--- src/rtl/sram_pkg.sv ---
// Shared types and widths for the dual-SRAM arbiter.
// Optional round-robin arbitration is enabled by SRAM_ARB_RR_EN.
package sram_pkg;

   localparam int SRAM_AW  = 20;
   localparam int SRAM_DW  = 32;
   localparam int SRAM_BEW = 4;

   typedef enum logic [1:0] {
      IDLE,
      ACCESS,
      DONE
   } sram_state_e;

   typedef enum logic {
      OWN_INST,
      OWN_DATA
   } sram_owner_e;

endpackage

--- src/rtl/sram_port_fsm.sv ---
// One SRAM's access sequencer: latches a grant, drives registered
// strobes for ACCESS_CYCLES cycles, then pulses the owner's ack.
module sram_port_fsm
   import sram_pkg::*;
#(
   parameter int ACCESS_CYCLES = 3
) (
   input  logic                clk,
   input  logic                rst,
   input  logic                grant,
   input  logic                grant_we,
   input  sram_owner_e         grant_own,
   input  logic [SRAM_AW-1:0]  grant_addr,
   input  logic [SRAM_BEW-1:0] grant_be,
   input  logic [SRAM_DW-1:0]  grant_wdata,
   output logic                idle,
   output logic [SRAM_AW-1:0]  ram_addr,
   output logic [SRAM_DW-1:0]  ram_wdata,
   input  logic [SRAM_DW-1:0]  ram_rdata,
   output logic                ram_data_oe,
   output logic                ram_ce_n,
   output logic                ram_oe_n,
   output logic                ram_we_n,
   output logic [SRAM_BEW-1:0] ram_be_n,
   output logic                ack_inst,
   output logic                ack_data,
   output logic [SRAM_DW-1:0]  rdata
);

   localparam int CW = (ACCESS_CYCLES > 2) ? $clog2(ACCESS_CYCLES) : 1;
   localparam logic [CW-1:0] LAST = CW'(ACCESS_CYCLES - 1);

   sram_state_e         state_q, state_d;
   logic [CW-1:0]       cnt_q, cnt_d;
   logic                we_q, we_d;
   sram_owner_e         own_q, own_d;
   logic [SRAM_BEW-1:0] be_q, be_d;
   logic [SRAM_AW-1:0]  addr_d;
   logic [SRAM_DW-1:0]  wdata_d, rdata_d;
   logic                ack_inst_d, ack_data_d;
   logic                ce_n_d, oe_n_d, we_n_d, data_oe_d;
   logic [SRAM_BEW-1:0] be_n_d;
   logic                acc_d;

   assign idle = (state_q == IDLE);

   always_comb begin
      state_d    = state_q;
      cnt_d      = cnt_q;
      we_d       = we_q;
      own_d      = own_q;
      be_d       = be_q;
      addr_d     = ram_addr;
      wdata_d    = ram_wdata;
      rdata_d    = rdata;
      ack_inst_d = 1'b0;
      ack_data_d = 1'b0;
      unique case (state_q)
         IDLE: begin
            if (grant) begin
               state_d = ACCESS;
               cnt_d   = LAST;
               we_d    = grant_we;
               own_d   = grant_own;
               be_d    = grant_be;
               addr_d  = grant_addr;
               wdata_d = grant_wdata;
            end
         end
         ACCESS: begin
            if (cnt_q == '0) begin
               state_d    = DONE;
               ack_inst_d = (own_q == OWN_INST);
               ack_data_d = (own_q == OWN_DATA);
               if (!we_q) rdata_d = ram_rdata;
            end else begin
               cnt_d = cnt_q - 1'b1;
            end
         end
         DONE:    state_d = IDLE;
         default: state_d = IDLE;
      endcase
      // Strobes are registered, so derive them from the next state.
      acc_d     = (state_d == ACCESS);
      ce_n_d    = ~acc_d;
      oe_n_d    = ~(acc_d & ~we_d);
      data_oe_d = acc_d & we_d;
      we_n_d    = ~(acc_d & we_d & (cnt_d != '0));
      be_n_d    = {SRAM_BEW{1'b1}};
      if (acc_d) be_n_d = we_d ? ~be_d : '0;
   end

   always_ff @(posedge clk) begin
      if (rst) begin
         state_q     <= IDLE;
         cnt_q       <= '0;
         we_q        <= 1'b0;
         own_q       <= OWN_INST;
         be_q        <= '0;
         ram_addr    <= '0;
         ram_wdata   <= '0;
         ram_data_oe <= 1'b0;
         ram_ce_n    <= 1'b1;
         ram_oe_n    <= 1'b1;
         ram_we_n    <= 1'b1;
         ram_be_n    <= {SRAM_BEW{1'b1}};
         ack_inst    <= 1'b0;
         ack_data    <= 1'b0;
         rdata       <= '0;
      end else begin
         state_q     <= state_d;
         cnt_q       <= cnt_d;
         we_q        <= we_d;
         own_q       <= own_d;
         be_q        <= be_d;
         ram_addr    <= addr_d;
         ram_wdata   <= wdata_d;
         ram_data_oe <= data_oe_d;
         ram_ce_n    <= ce_n_d;
         ram_oe_n    <= oe_n_d;
         ram_we_n    <= we_n_d;
         ram_be_n    <= be_n_d;
         ack_inst    <= ack_inst_d;
         ack_data    <= ack_data_d;
         rdata       <= rdata_d;
      end
   end

endmodule

--- src/rtl/sram_arbiter.sv ---
// Routes fetch and data requests to base_ram / ext_ram by addr[SEL_BIT].
// Define SRAM_ARB_RR_EN for per-SRAM round-robin instead of data priority.
module sram_arbiter
   import sram_pkg::*;
#(
   parameter int ACCESS_CYCLES = 3,
   parameter int SEL_BIT       = 22
) (
   input  logic                clk,
   input  logic                rst,
   input  logic                inst_req,
   input  logic [31:0]         inst_addr,
   output logic [31:0]         inst_rdata,
   output logic                inst_ack,
   input  logic                data_req,
   input  logic                data_we,
   input  logic [31:0]         data_addr,
   input  logic [3:0]          data_be,
   input  logic [31:0]         data_wdata,
   output logic [31:0]         data_rdata,
   output logic                data_ack,
   output logic [SRAM_AW-1:0]  base_ram_addr,
   output logic [SRAM_DW-1:0]  base_ram_wdata,
   input  logic [SRAM_DW-1:0]  base_ram_rdata,
   output logic                base_ram_data_oe,
   output logic                base_ram_ce_n,
   output logic                base_ram_oe_n,
   output logic                base_ram_we_n,
   output logic [SRAM_BEW-1:0] base_ram_be_n,
   output logic [SRAM_AW-1:0]  ext_ram_addr,
   output logic [SRAM_DW-1:0]  ext_ram_wdata,
   input  logic [SRAM_DW-1:0]  ext_ram_rdata,
   output logic                ext_ram_data_oe,
   output logic                ext_ram_ce_n,
   output logic                ext_ram_oe_n,
   output logic                ext_ram_we_n,
   output logic [SRAM_BEW-1:0] ext_ram_be_n
);

   logic base_inst, base_data, ext_inst, ext_data;
   logic base_pick, ext_pick;
   logic base_idle, ext_idle, base_grant, ext_grant;
   logic base_ack_i, base_ack_d, ext_ack_i, ext_ack_d;
   logic [SRAM_DW-1:0] base_rd, ext_rd;
   logic unused_addr_bits;

   assign base_inst = inst_req & ~inst_addr[SEL_BIT];
   assign base_data = data_req & ~data_addr[SEL_BIT];
   assign ext_inst  = inst_req &  inst_addr[SEL_BIT];
   assign ext_data  = data_req &  data_addr[SEL_BIT];

   assign base_grant = base_idle & (base_inst | base_data);
   assign ext_grant  = ext_idle  & (ext_inst  | ext_data);

`ifdef SRAM_ARB_RR_EN
   // Set after a data grant so the fetch port wins the next tie.
   logic base_pri_inst, ext_pri_inst;

   assign base_pick = base_data & ~(base_inst & base_pri_inst);
   assign ext_pick  = ext_data  & ~(ext_inst  & ext_pri_inst);

   always_ff @(posedge clk) begin
      if (rst) begin
         base_pri_inst <= 1'b0;
         ext_pri_inst  <= 1'b0;
      end else begin
         if (base_grant) base_pri_inst <= base_pick;
         if (ext_grant)  ext_pri_inst  <= ext_pick;
      end
   end
`else
   assign base_pick = base_data;
   assign ext_pick  = ext_data;
`endif

   sram_port_fsm #(.ACCESS_CYCLES(ACCESS_CYCLES)) u_base (
      .clk         (clk),
      .rst         (rst),
      .grant       (base_grant),
      .grant_we    (base_pick & data_we),
      .grant_own   (base_pick ? OWN_DATA : OWN_INST),
      .grant_addr  (base_pick ? data_addr[SRAM_AW+1:2]
                              : inst_addr[SRAM_AW+1:2]),
      .grant_be    (base_pick ? data_be : {SRAM_BEW{1'b1}}),
      .grant_wdata (data_wdata),
      .idle        (base_idle),
      .ram_addr    (base_ram_addr),
      .ram_wdata   (base_ram_wdata),
      .ram_rdata   (base_ram_rdata),
      .ram_data_oe (base_ram_data_oe),
      .ram_ce_n    (base_ram_ce_n),
      .ram_oe_n    (base_ram_oe_n),
      .ram_we_n    (base_ram_we_n),
      .ram_be_n    (base_ram_be_n),
      .ack_inst    (base_ack_i),
      .ack_data    (base_ack_d),
      .rdata       (base_rd)
   );

   sram_port_fsm #(.ACCESS_CYCLES(ACCESS_CYCLES)) u_ext (
      .clk         (clk),
      .rst         (rst),
      .grant       (ext_grant),
      .grant_we    (ext_pick & data_we),
      .grant_own   (ext_pick ? OWN_DATA : OWN_INST),
      .grant_addr  (ext_pick ? data_addr[SRAM_AW+1:2]
                             : inst_addr[SRAM_AW+1:2]),
      .grant_be    (ext_pick ? data_be : {SRAM_BEW{1'b1}}),
      .grant_wdata (data_wdata),
      .idle        (ext_idle),
      .ram_addr    (ext_ram_addr),
      .ram_wdata   (ext_ram_wdata),
      .ram_rdata   (ext_ram_rdata),
      .ram_data_oe (ext_ram_data_oe),
      .ram_ce_n    (ext_ram_ce_n),
      .ram_oe_n    (ext_ram_oe_n),
      .ram_we_n    (ext_ram_we_n),
      .ram_be_n    (ext_ram_be_n),
      .ack_inst    (ext_ack_i),
      .ack_data    (ext_ack_d),
      .rdata       (ext_rd)
   );

   assign inst_ack   = base_ack_i | ext_ack_i;
   assign data_ack   = base_ack_d | ext_ack_d;
   assign inst_rdata = ({SRAM_DW{base_ack_i}} & base_rd)
                     | ({SRAM_DW{ext_ack_i}}  & ext_rd);
   assign data_rdata = ({SRAM_DW{base_ack_d}} & base_rd)
                     | ({SRAM_DW{ext_ack_d}}  & ext_rd);

   assign unused_addr_bits = ^{inst_addr, data_addr};

endmodule

--- config.mk ---
export PLATFORM = sky130hd
export DESIGN_NAME = sram_arbiter
export DESIGN_NICKNAME = d
export VERILOG_FILES = /design/src/rtl/sram_pkg.sv /design/src/rtl/sram_port_fsm.sv /design/src/rtl/sram_arbiter.sv
export SDC_FILE = /design/constraint.sdc
export NUM_CORES = 1
export LEC_CHECK = 0
export BUFFER_PORTS_ARGS = -buffer_cell sky130_fd_sc_hd__buf_2
export CAP_MARGIN = 40
export CORE_MARGIN = 5
export CORE_UTILIZATION = 30
export DETAILED_ROUTE_END_ITERATION = 16
export GPL_TIMING_DRIVEN = 0
export PLACE_DENSITY = 0.64
export SYNTH_ARGS = -nofsm -noshare
export SYNTH_HDL_FRONTEND = slang
export SYNTH_SLANG_ARGS = --single-unit
--- constraint.sdc ---
create_clock -name clk -period 1.96 [get_ports clk]
set_input_delay 0.196 -clock clk [delete_from_list [all_inputs] [get_ports clk]]
set_output_delay 0.196 -clock clk [all_outputs]
set_load 0.03 [all_outputs]
==> results of run 1 <==
==> tightest hold or removal path, cell delays in order <==
cell and delay (ns):
buf_2 0.11, o22ai_1 0.09, nor2_1 0.08
==> sequential cells by signal, summed over array words and instances, names as in the netlist, 2 cells and up <==
register and cells:
u_base.ram_wdata 32, u_base.ram_addr 20, u_base.rdata 32, u_base.cnt_q 2, u_ext.ram_addr 20, u_ext.ram_be_n 4
u_ext.state_q 2, u_base.be_q 4, u_ext.ram_wdata 32, u_base.state_q 2, u_ext.rdata 32, u_ext.be_q 4
u_ext.cnt_q 2, u_base.ram_be_n 4
==> metal layers <==
metal | global-route usage, % | wire [um]
met4 | 5.94 | 877
met1 | 23.2 | 12900
met2 | 35.7 | 15600
met5 | 0 | 0
met3 | 5.42 | 2770
==> worst max path at each step <==
| stage | startpoint | endpoint | slack (ns) | cells after the start |
|---|---|---|---|---|
| after floorplan | u_ext.state_q[1] | u_ext.rdata[10] | 0.38 | 7 |
| after global placement | rst | u_base.ram_wdata[31] | -0.25 | 4 |
| after detailed placement | rst | u_base.rdata[27] | -0.25 | 4 |
| after CTS | u_base.state_q[0] | u_base.rdata[30] | 0.007 | 6 |
| after global routing | u_base.ack_data | data_rdata[29] | 0.006 | 3 |
| final | u_base.ack_inst | inst_rdata[13] | 0.04 | 3 |
==> stage by stage <==
stage | instance area (um2) | setup TNS (ns) | power [W]
2_1_floorplan | 8110 | 0 | 0.00627
3_3_place_gp | 10200 | -13.29 | 0.00708
3_5_place_dp | 10200 | -13.78 | 0.00711
4_1_cts | 12400 | 0 | 0.0118
5_1_grt | 12400 | 0 | 0.0122
6_report | 12400 | 0 | 0.0117
==> placed cells by master (no fill, tap or decap), types with 3 or more instances in the layout <==
cell           Yosys  routed
nand3_1           20      20
a22oi_1            3       3
clkbuf_16          0      23
clkinvlp_4         0       3
a22o_1            65      65
clkbuf_1          63      43
nor2b_1            9       9
buf_2             24     357
clkbuf_4           0       9
o22a_1             4       4
clkinv_2           0       3
o21ai_0            6       6
inv_1              3       3
nand2b_1           4       4
o22ai_1            4       4
clkbuf_8           0       6
and2_1             3       3
a21bo_2            4       4
clkbuf_2           0       6
a21oi_1          135     135
dlygate4sd3_1      0     138
dfxtp_1          208     206
nor2_1            55      55
nor3_1             3       3
a311oi_1          40      40
nand2_1          320     320
==> final cells by class <==
type	instances	area, um2	share of cell area [%]
Tap cell	341	427	3.44
Clock inverter	9	106	0.858
Inverter	4	15.0	0.121
Sequential cell	208	4170	33.6
Multi-Input combinational cell	699	3590	29.0
Clock buffer	31	666	5.37
Timing Repair Buffer	469	3040	24.5
Antenna cell	1	2.50	0.0202
Buffer	82	382	3.08
==> cell usage after synthesis (2+ instances only) <==
cell      instances
a21bo_2           4
a21oi_1         135
a22o_1           65
a22oi_1           3
a311oi_1         40
and2_1            3
buf_2            24
clkbuf_1         63
dfxtp_1         208
inv_1             3
nand2_1         320
nand2b_1          4
nand3_1          20
nor2_1           55
nor2b_1           9
nor3_1            3
nor4_1            2
nor4_2            2
o21ai_0           6
o21bai_1          2
o22a_1            4
o22ai_1           4
or2_2             2
or3_1             2
or4_1             2
==> report_power, final <==
group | switching, W | leakage, nW | total [W] | internal (W)
sequential | 0.000232 | 1.71 | 0.00484 | 0.00461
clock | 0.00175 | 0.373 | 0.00439 | 0.00264
combinational | 0.00156 | 3.42 | 0.00242 | 0.000859
==> repair_timing <==
| action | in CTS | in global routing |
|---|---|---|
| setup endpoints to repair | 73 | 147 |
| buffers inserted | 0 | 0 |
| endpoints found under the hold margin | 170 | 0 |
| hold buffers | 138 | 0 |
| cloned | 0 | 0 |
| resized for setup | 21 | 17 |
==> cell families after synthesis <==
family,synth area share [%]
AND/OR/NAND/NOR,21.2
flip-flops,51.3
buffers and inverters,4.58
AO/OA/AOI/OAI,22.9
==> summary.md, run 1 <==
| Metric | Value |
|---|---|
| Outcome | `finished, final reports clean` |
| Final setup margin | `around 0.041 ns` |
| CP Launch Type | `flip-flop` |
| CTS max path bufs | `3` |
| Min Hold Slack | `between 0.007 and 0.008 ns` |
| RR Endpoint | `u_ext.rdata[29]` |
| Setup WS pre-CTS | `-0.250 ns` |
| CORE AREA | `between 20,000 and 30,000 um2` |
| Clock latency on the worst-skew pair | `around 0.50 ns` |
| Worst Skew | `a little over 0.01 ns` |
| GR Overflow Total | `0` |
| Die ar. | `just over 30,000 um2` |
| Fillcell total | `between 2,000 and 3,000` |
| Unrepaired setup endpoints after global routing | `no` |
| Finished Core Util | `a little under half` |
| Slowest CP cell | `dfxtp_1` |
| Vias in the first global route | `roughly 9,100` |
| Final worst path period need | `roughly 1.9 ns` |
| Layout Cells excl Fill | `roughly 1,800` |
| Syn. warnings | `0` |
| CTS HTree Levels | `1` |
| Final setup violating endpoints | `0` |
| DRC violations left | `0` |
| EDFF count, synth | `0` |
| Via density | `a little under 5` |
| Initial Util | `around 30%` |
| Final hold violations | `0` |
| Sequential area share after synthesis | `roughly half` |
| Hold Path Cell Cnt | `3` |
| WS Path Type | `flip-flop to primary output` |
| Synth-to-layout area growth | `52.8%` |
| Period utilization | `97.9%` |
| Die height | `between 150 and 200 um` |
| Worst slew margin | `50.0%` |
| Mapped cell area | `approximately 8000 um2` |
| RR Startpoint | `u_ext.state_q[1]` |
| Top post-synthesis cells by area | `dfxtp_1 51%, nand2_1 15%, a21oi_1 8.3%, a22o_1 7.0%, a311oi_1 4.3%` |
| Cell Pwr Density | `940 nW/um2` |
| Syn Area/Cell | `about 8.1 um2` |
| Max IR drop VDD | `between 500 and 600 uV` |
| Largest area contributor in the netlist | `dfxtp_1` |
| Hpwl dp | `23.6 mm` |
| # IOs | `355` |
| Slew Limit Fails | `0` |
| Synth async-reset ratio | `0%` |
| Hold path endpoint | `u_base.be_q[0]` |
| Worst Tran Pin Value | `approximately 0.75 ns` |
| Largest net degree at the start of global routing | `14` |
| CP Data Arrival Time | `1.72 ns` |
| Cells after synthesis | `~1,000` |
| WL per Instance | `around 17 um` |
| TritonCTS sink count | `~210` |
| #FFs+latches synth | `between 200 and 250` |
| Via count | `approximately 9,000` |
| Mapped Nets | `around 1,200` |
| Nets | `around 1,700` |
| Reg clk slew, reported paths | `approximately 0.06 ns` |
| Initial antenna violation count | `0` |
| First-pass GRT wire length | `49.8 mm` |
| Placed cells | `1,670` |
| Worst Setup End Kind | `primary output` |
| Share of layout cells above drive strength 1 | `approximately 28%` |
| Placer congestion estimate | `~0.85` |
| Reg2Reg Setup Slack | `about 0.12 ns` |
| WP buf/inv | `2` |
| All-Layer GR Usage | `19.9%` |
| 1st-iter DRT viols | `495` |
| DR pass1 iterations | `5` |
| Clock buffer count from CTS | `23` |
| Hold Path Class | `input pin to flip-flop` |
| Max-Cap Viols | `0` |
| Worst path cell trace | `clkbuf_2 -> a22o_1 -> buf_2` |
| Post-synth top area share | `between 50% and 60%` |
| Crit Path Max Fanout | `10` |
| Port buffer count | `~330` |
| Depth of the worst register-to-register path | `6` |
| Root buffer cell | `clkbuf_16` |
| LEAKAGE | `5.50 nW` |
| TritonCTS clock tree | `built` |
| Total Wirelength | `32.1 mm` |
| FP Rows | `60` |
| Worst EP required | `between 1.5 and 2 ns` |
| Hold path startpoint | `data_be[0]` |
| Synth Flop Type | `dfxtp_1` |
| Largest stage delay, worst path | `between 0.4 and 0.5 ns` |
| Die width | `roughly 170 um` |
| Fmax | `521 MHz` |
| Post-synth cell types | `38` |
| Family with the most delay on the worst path | `buffers and inverters` |
| Final ANT Viol Nets | `0` |
No activity file was read; power rests on OpenSTA's default activity.
==> inputs of run 2 (changes only) <==
- SETUP_SLACK_MARGIN: not set -> 0.15
==> run 2 against run 1 <==
Against the previous run: sequential share of layout area down 0.59 points; clock-buffer cell count did not move; utilization is 0.83 points higher; largest power group unchanged.
==> summary.md, run 2 (synthesis gave the netlist of run 1 again) <==
| Metric | Value |
|---|---|
| Outcome | `finished, final reports clean` |
| Die height | `roughly 170 um` |
| Final worst path period need | `about 1.8 ns` |
| All-Layer GR Usage | `around a fifth` |
| Die ar. | `between 30,000 and 40,000 um2` |
| Most used cell, CP | `buf_4` |
| Hold Path Cell Cnt | `3` |
| Root buffer cell | `clkbuf_16` |
| DRC violations left | `0` |
| Largest stage delay, worst path | `approximately 0.30 ns` |
| Most frequent cells in the layout | `335 x buf_2, 320 x nand2_1, 206 x dfxtp_1` |
| CTS max path bufs | `3` |
| Worst Setup End Kind | `primary output` |
| Finished Core Util | `between 40% and 50%` |
| RR Startpoint | `u_base.cnt_q[0]` |
| Hpwl dp | `around 24 mm` |
| Reg clk slew, reported paths | `about 0.060 ns` |
| Synth-to-layout area growth | `55.5%` |
| Max IR drop VDD | `546 uV` |
| RR Endpoint | `u_base.rdata[28]` |
| Clock buffer count from CTS | `23` |
| Reg2Reg Setup Slack | `between 0.2 and 0.25 ns` |
| TritonCTS sink count | `about 210` |
| Hold path endpoint | `u_base.be_q[0]` |
| TritonCTS clock tree | `built` |
| GR Overflow Total | `0` |
| Worst Skew | `about 0.0095 ns` |
| Worst EP required | `1.76 ns` |
| Share of layout cells above drive strength 1 | `between 20 and 30%` |
| Placed cells | `approximately 1,700` |
| Worst slew margin | `around half` |
| Hold path startpoint | `data_be[0]` |
| Power Total | `about 0.012 W` |
| Depth of the worst register-to-register path | `6` |
| FP Rows | `60` |
| WL per Instance | `17.4 um` |
| CP Data Arrival Time | `roughly 1.6 ns` |
| Final setup violating endpoints | `0` |
| Final hold violations | `0` |
| Vias in the first global route | `9,154` |
| Cell Pwr Density | `927 nW/um2` |
| Hold Path Class | `input pin to flip-flop` |
| Via count | `a little over 9,000` |
| Max-Cap Viols | `0` |
| WS Path Type | `flip-flop to primary output` |
| CTS HTree Levels | `1` |
| Worst path cell trace | `buf_4 -> clkbuf_8 -> a22o_1 -> buf_4` |
| Period utilization | `approximately 90%` |
| Placer congestion estimate | `roughly 0.85` |
| Fmax | `about 560 MHz` |
| DR pass1 iterations | `5` |
| First-pass GRT wire length | `approximately 50 mm` |
| Slew Limit Fails | `0` |
| Clock latency on the worst-skew pair | `0.50 ns` |
| Nets | `~1,700` |
| # IOs | `roughly 360` |
| Slowest CP cell | `dfxtp_1` |
| Layout Cells excl Fill | `around 1,900` |
| Largest net degree at the start of global routing | `14` |
| Port buffer count | `between 300 and 400` |
| LEAKAGE | `5.59 nW` |
| Crit Path Max Fanout | `10` |
| Final ANT Viol Nets | `0` |
| Unrepaired setup endpoints after global routing | `yes` |
| Worst Tran Pin Value | `roughly 0.77 ns` |
| Initial antenna violation count | `0` |
| Via density | `~4.9` |
| CP Launch Type | `flip-flop` |
| CORE AREA | `26,800 um2` |
| Die width | `~170 um` |
| 1st-iter DRT viols | `507` |
| Total Wirelength | `~32 mm` |
| Initial Util | `a little under a third` |
| Most common cell after layout, fill and taps aside | `buf_2` |
[run 2: worst max-delay path by stage]
stage / to / cells past startpoint / slack [ns] / start
floorplan: u_ext.rdata[10] / 7 / 0.38 / u_ext.state_q[1]
finish: data_rdata[27] / 4 / 0.18 / u_base.ack_data
global placement: u_base.ram_wdata[31] / 4 / -0.25 / rst
global route: u_base.rdata[23] / 6 / 0.13 / u_base.cnt_q[0]
detailed placement: u_base.rdata[27] / 4 / -0.25 / rst
CTS: data_rdata[1] / 4 / 0.13 / u_ext.ack_data
[run 2: timing repair]
item                                    4_1_cts  5_1_grt
gates resized for setup                      63       56
pin swaps                                     3        4
buffers inserted                              0        1
hold buffers                                138        0
endpoints found under the setup margin      164      190
hold endpoints to repair                    170        0
[run 2: power breakdown]
group	total [W]	leakage (nW)	internal (W)	switching (W)
clock	0.00439	0.373	0.00264	0.00175
combinational	0.00248	3.51	0.000898	0.00158
sequential	0.00483	1.71	0.00461	0.000226
total	0.0117	5.59	0.00814	0.00355
[run 2: stage by stage]
stage               cell area, um2  setup TNS, ns  hold slack [ns]  worst slack [ns]
floorplan                     8110              0            0.332             0.382
global placement             10200         -13.29            0.439            -0.250
detailed placement           10200         -13.78            0.444            -0.250
CTS                          12500              0          0.00399             0.129
global route                 12600              0           0.0354             0.127
finish                       12600              0          0.00743             0.178
[run 2: critical path: cells and delay by family, from the launching register on]
family / cells / cell delay [ns]
buffers and inverters: 3 / 0.52
AO/OA/AOI/OAI: 1 / 0.26
flip-flops: 1 / 0.30
[run 2: area by class of cell]
cell class                 count  area (um2)
multi-input combinational    699        3620
inverter                       4        15.0
clock buffer                  31         666
buffer                        87         517
tap                          341         427
timing repair buffer         470        3090
antenna                        1        2.50
fill                        2585       14200
clock inverter                 9         106
sequential                   208        4170
[run 2: metal layers]
layer | vias to the layer above | GRT usage, % | share of wire, %
li1 | 4422 | - | -
met1 | 4197 | 23.3 | 40
met2 | 368 | 36.2 | 49
met3 | 60 | 5.26 | 8.3
met4 | 0 | 5.74 | 2.8
met5 | - | 0 | 0
==> inputs of run 3 (changes only) <==
- CAP_MARGIN: 40 -> 20
- PLACE_DENSITY: 0.64 -> 0.66
==> run 3 against run 2 <==
Against the previous run: non-clock buffer count up 3; clock power up 7.5%; sequential power about the same; critical path depth did not move; wire length hardly changed; sequential cell count unchanged; utilization rose by 0.37 points.
==> summary.md, run 3 (synthesis gave the netlist of run 1 again) <==
| Metric | Value |
|---|---|
| Final worst path period need | `around 1.8 ns` |
| Final hold violations | `0` |
| Synth-to-layout area growth | `56.8%` |
| Final ANT Viol Nets | `0` |
| Max IR drop VDD | `578 uV` |
| Fmax | `~570 MHz` |
| Final setup margin | `about 0.19 ns` |
| Switching power | `~0.0036 W` |
| Hold Path Class | `input pin to flip-flop` |
| Met2 Wirelength | `~15 mm` |
| CORE AREA | `between 20,000 and 30,000 um2` |
| CP Launch Point | `u_base.ack_data` |
| Root buffer cell | `clkbuf_16` |
| Initial antenna violation count | `0` |
| Most common cell after layout, fill and taps aside | `buf_2` |
| Cell Pwr Density | `946 nW/um2` |
| Die ar. | `between 30,000 and 40,000 um2` |
| Clock buffer count from CTS | `24` |
| Nets | `about 1,700` |
| LEAKAGE | `~5.6 nW` |
| RR Startpoint | `u_base.cnt_q[0]` |
| Sequential power share | `around two fifths` |
| Wire length on met1 | `about 13 mm` |
| Slew Limit Fails | `0` |
| TritonCTS clock tree | `built` |
| Max-Cap Viols | `0` |
| DRC violations left | `0` |
| Placer congestion estimate | `roughly 0.88` |
| Clock latency on the worst-skew pair | `between 0.5 and 0.6 ns` |
| Logic pwr share | `roughly a fifth` |
| # IOs | `around 360` |
| CP Launch Type | `flip-flop` |
| CTS max path bufs | `3` |
| DR pass1 iterations | `5` |
| Die height | `around 170 um` |
| Fillcell total | `roughly 2,600` |
| WS Path Type | `flip-flop to primary output` |
| Outcome | `finished, final reports clean` |
| Hpwl dp | `23.3 mm` |
| CP Data Arrival Time | `between 1.5 and 2 ns` |
| Clk pwr share | `approximately two fifths` |
| Min Hold Slack | `approximately 0.023 ns` |
| First-pass GRT wire length | `roughly 50 mm` |
| All-Layer GR Usage | `between 20% and 30%` |
| Hold path startpoint | `data_be[0]` |
| Share of layout cells above drive strength 1 | `just under 30%` |
| Vias in the first global route | `between 9,000 and 10,000` |
| Uppermost layer routed | `met4` |
| Via density | `4.95` |
| Worst slew margin | `around 43%` |
| Int Pwr | `~0.0085 W` |
| Initial Util | `around 30%` |
| Worst Skew | `0.00983 ns` |
| Final setup violating endpoints | `0` |
| Switching share of power | `between 20 and 30%` |
| 1st-iter DRT viols | `~580` |
| Most frequent cells in the layout | `337 x buf_2, 320 x nand2_1, 207 x dfxtp_1` |
| Worst EP required | `about 1.8 ns` |
| GR Overflow Total | `0` |
| Setup tns final | `0 ns` |
| Crit Path Max Fanout | `10` |
| Via count | `around 9,200` |
| CTS HTree Levels | `1` |
| Largest net degree at the start of global routing | `13` |
| Die width | `about 170 um` |
| Total Wirelength | `around 32 mm` |
| WL per Instance | `approximately 17 um` |
| Period utilization | `between 90% and 100%` |
| TritonCTS sink count | `around 210` |
| Worst Setup End Kind | `primary output` |
| Detail Route met3 WL | `~2.8 mm` |
| Reg clk slew, reported paths | `0.06 ns` |
| FP Rows | `60` |
| Port buffer count | `around 330` |
| Setup WS pre-CTS | `-0.232 ns` |
| Worst Tran Pin Value | `around 0.85 ns` |
| Unrepaired setup endpoints after global routing | `yes` |
[run 3: worst max-delay path, cell delays in order (launching register included)]
cell and delay [ns]:
dfxtp_1 0.30, buf_4 0.17, buf_8 0.15, a22o_1 0.25
clkbuf_4 0.19
[run 3: final cells by class]
type                            instances  area [um2]  share of cell area [%]
Sequential cell                       208        4170                    32.8
Multi-Input combinational cell        699        3620                    28.4
Timing Repair Buffer                  473        3120                    24.5
Clock buffer                           37         731                    5.75
Buffer                                 87         531                    4.17
Tap cell                              341         427                    3.35
Clock inverter                          6         111                   0.876
Inverter                                4        15.0                   0.118
Antenna cell                            1        2.50                  0.0197
[run 3: what timing repair did]
| item | 4_1_cts | 5_1_grt |
|---|---|---|
| resized for setup | 61 | 55 |
| setup endpoints to repair | 126 | 216 |
| hold endpoints to repair | 172 | 0 |
| hold buffers | 140 | 0 |
| cloned | 1 | 0 |
| setup buffers | 0 | 1 |
| pin swaps | 3 | 1 |
[run 3: worst paths after layout]
check	end	slack, ns	cells after the start
setup / recovery	data_rdata[6]	0.19	4
hold / removal	u_base.be_q[0]	0.02	3
setup reg to reg	u_base.rdata[29]	0.22	6
hold reg to reg	u_base.ack_inst	0.45	1
[run 3: power by group through the flow]
stage / Sequential [W] / Combinational [W] / Clock, W
after floorplan: 0.00534 / 0.000932 / 0
after global placement: 0.00490 / 0.00217 / 0
after detailed placement: 0.00491 / 0.00219 / 0
after CTS: 0.00483 / 0.00245 / 0.00485
after global routing: 0.00488 / 0.00269 / 0.00503
final: 0.00484 / 0.00248 / 0.00472
[run 3: routing by layer]
metal | global-route usage (%) | up-vias
met1 | 23.9 | 4254
met3 | 5.39 | 76
met5 | 0 | -
met2 | 34.6 | 438
li1 | - | 4421
met4 | 7.16 | 0
[run 3: metrics by stage]
stage	std cells	cell area [um2]	power [W]	utilization (%)
2_1_floorplan	998	8110	0.00627	-
3_3_place_gp	1670	10200	0.00708	38.0
3_5_place_dp	1670	10200	0.00710	38.0
4_1_cts	1854	12600	0.0121	47.1
5_1_grt	1855	12700	0.0126	47.4
6_report	1856	12700	0.0120	47.5
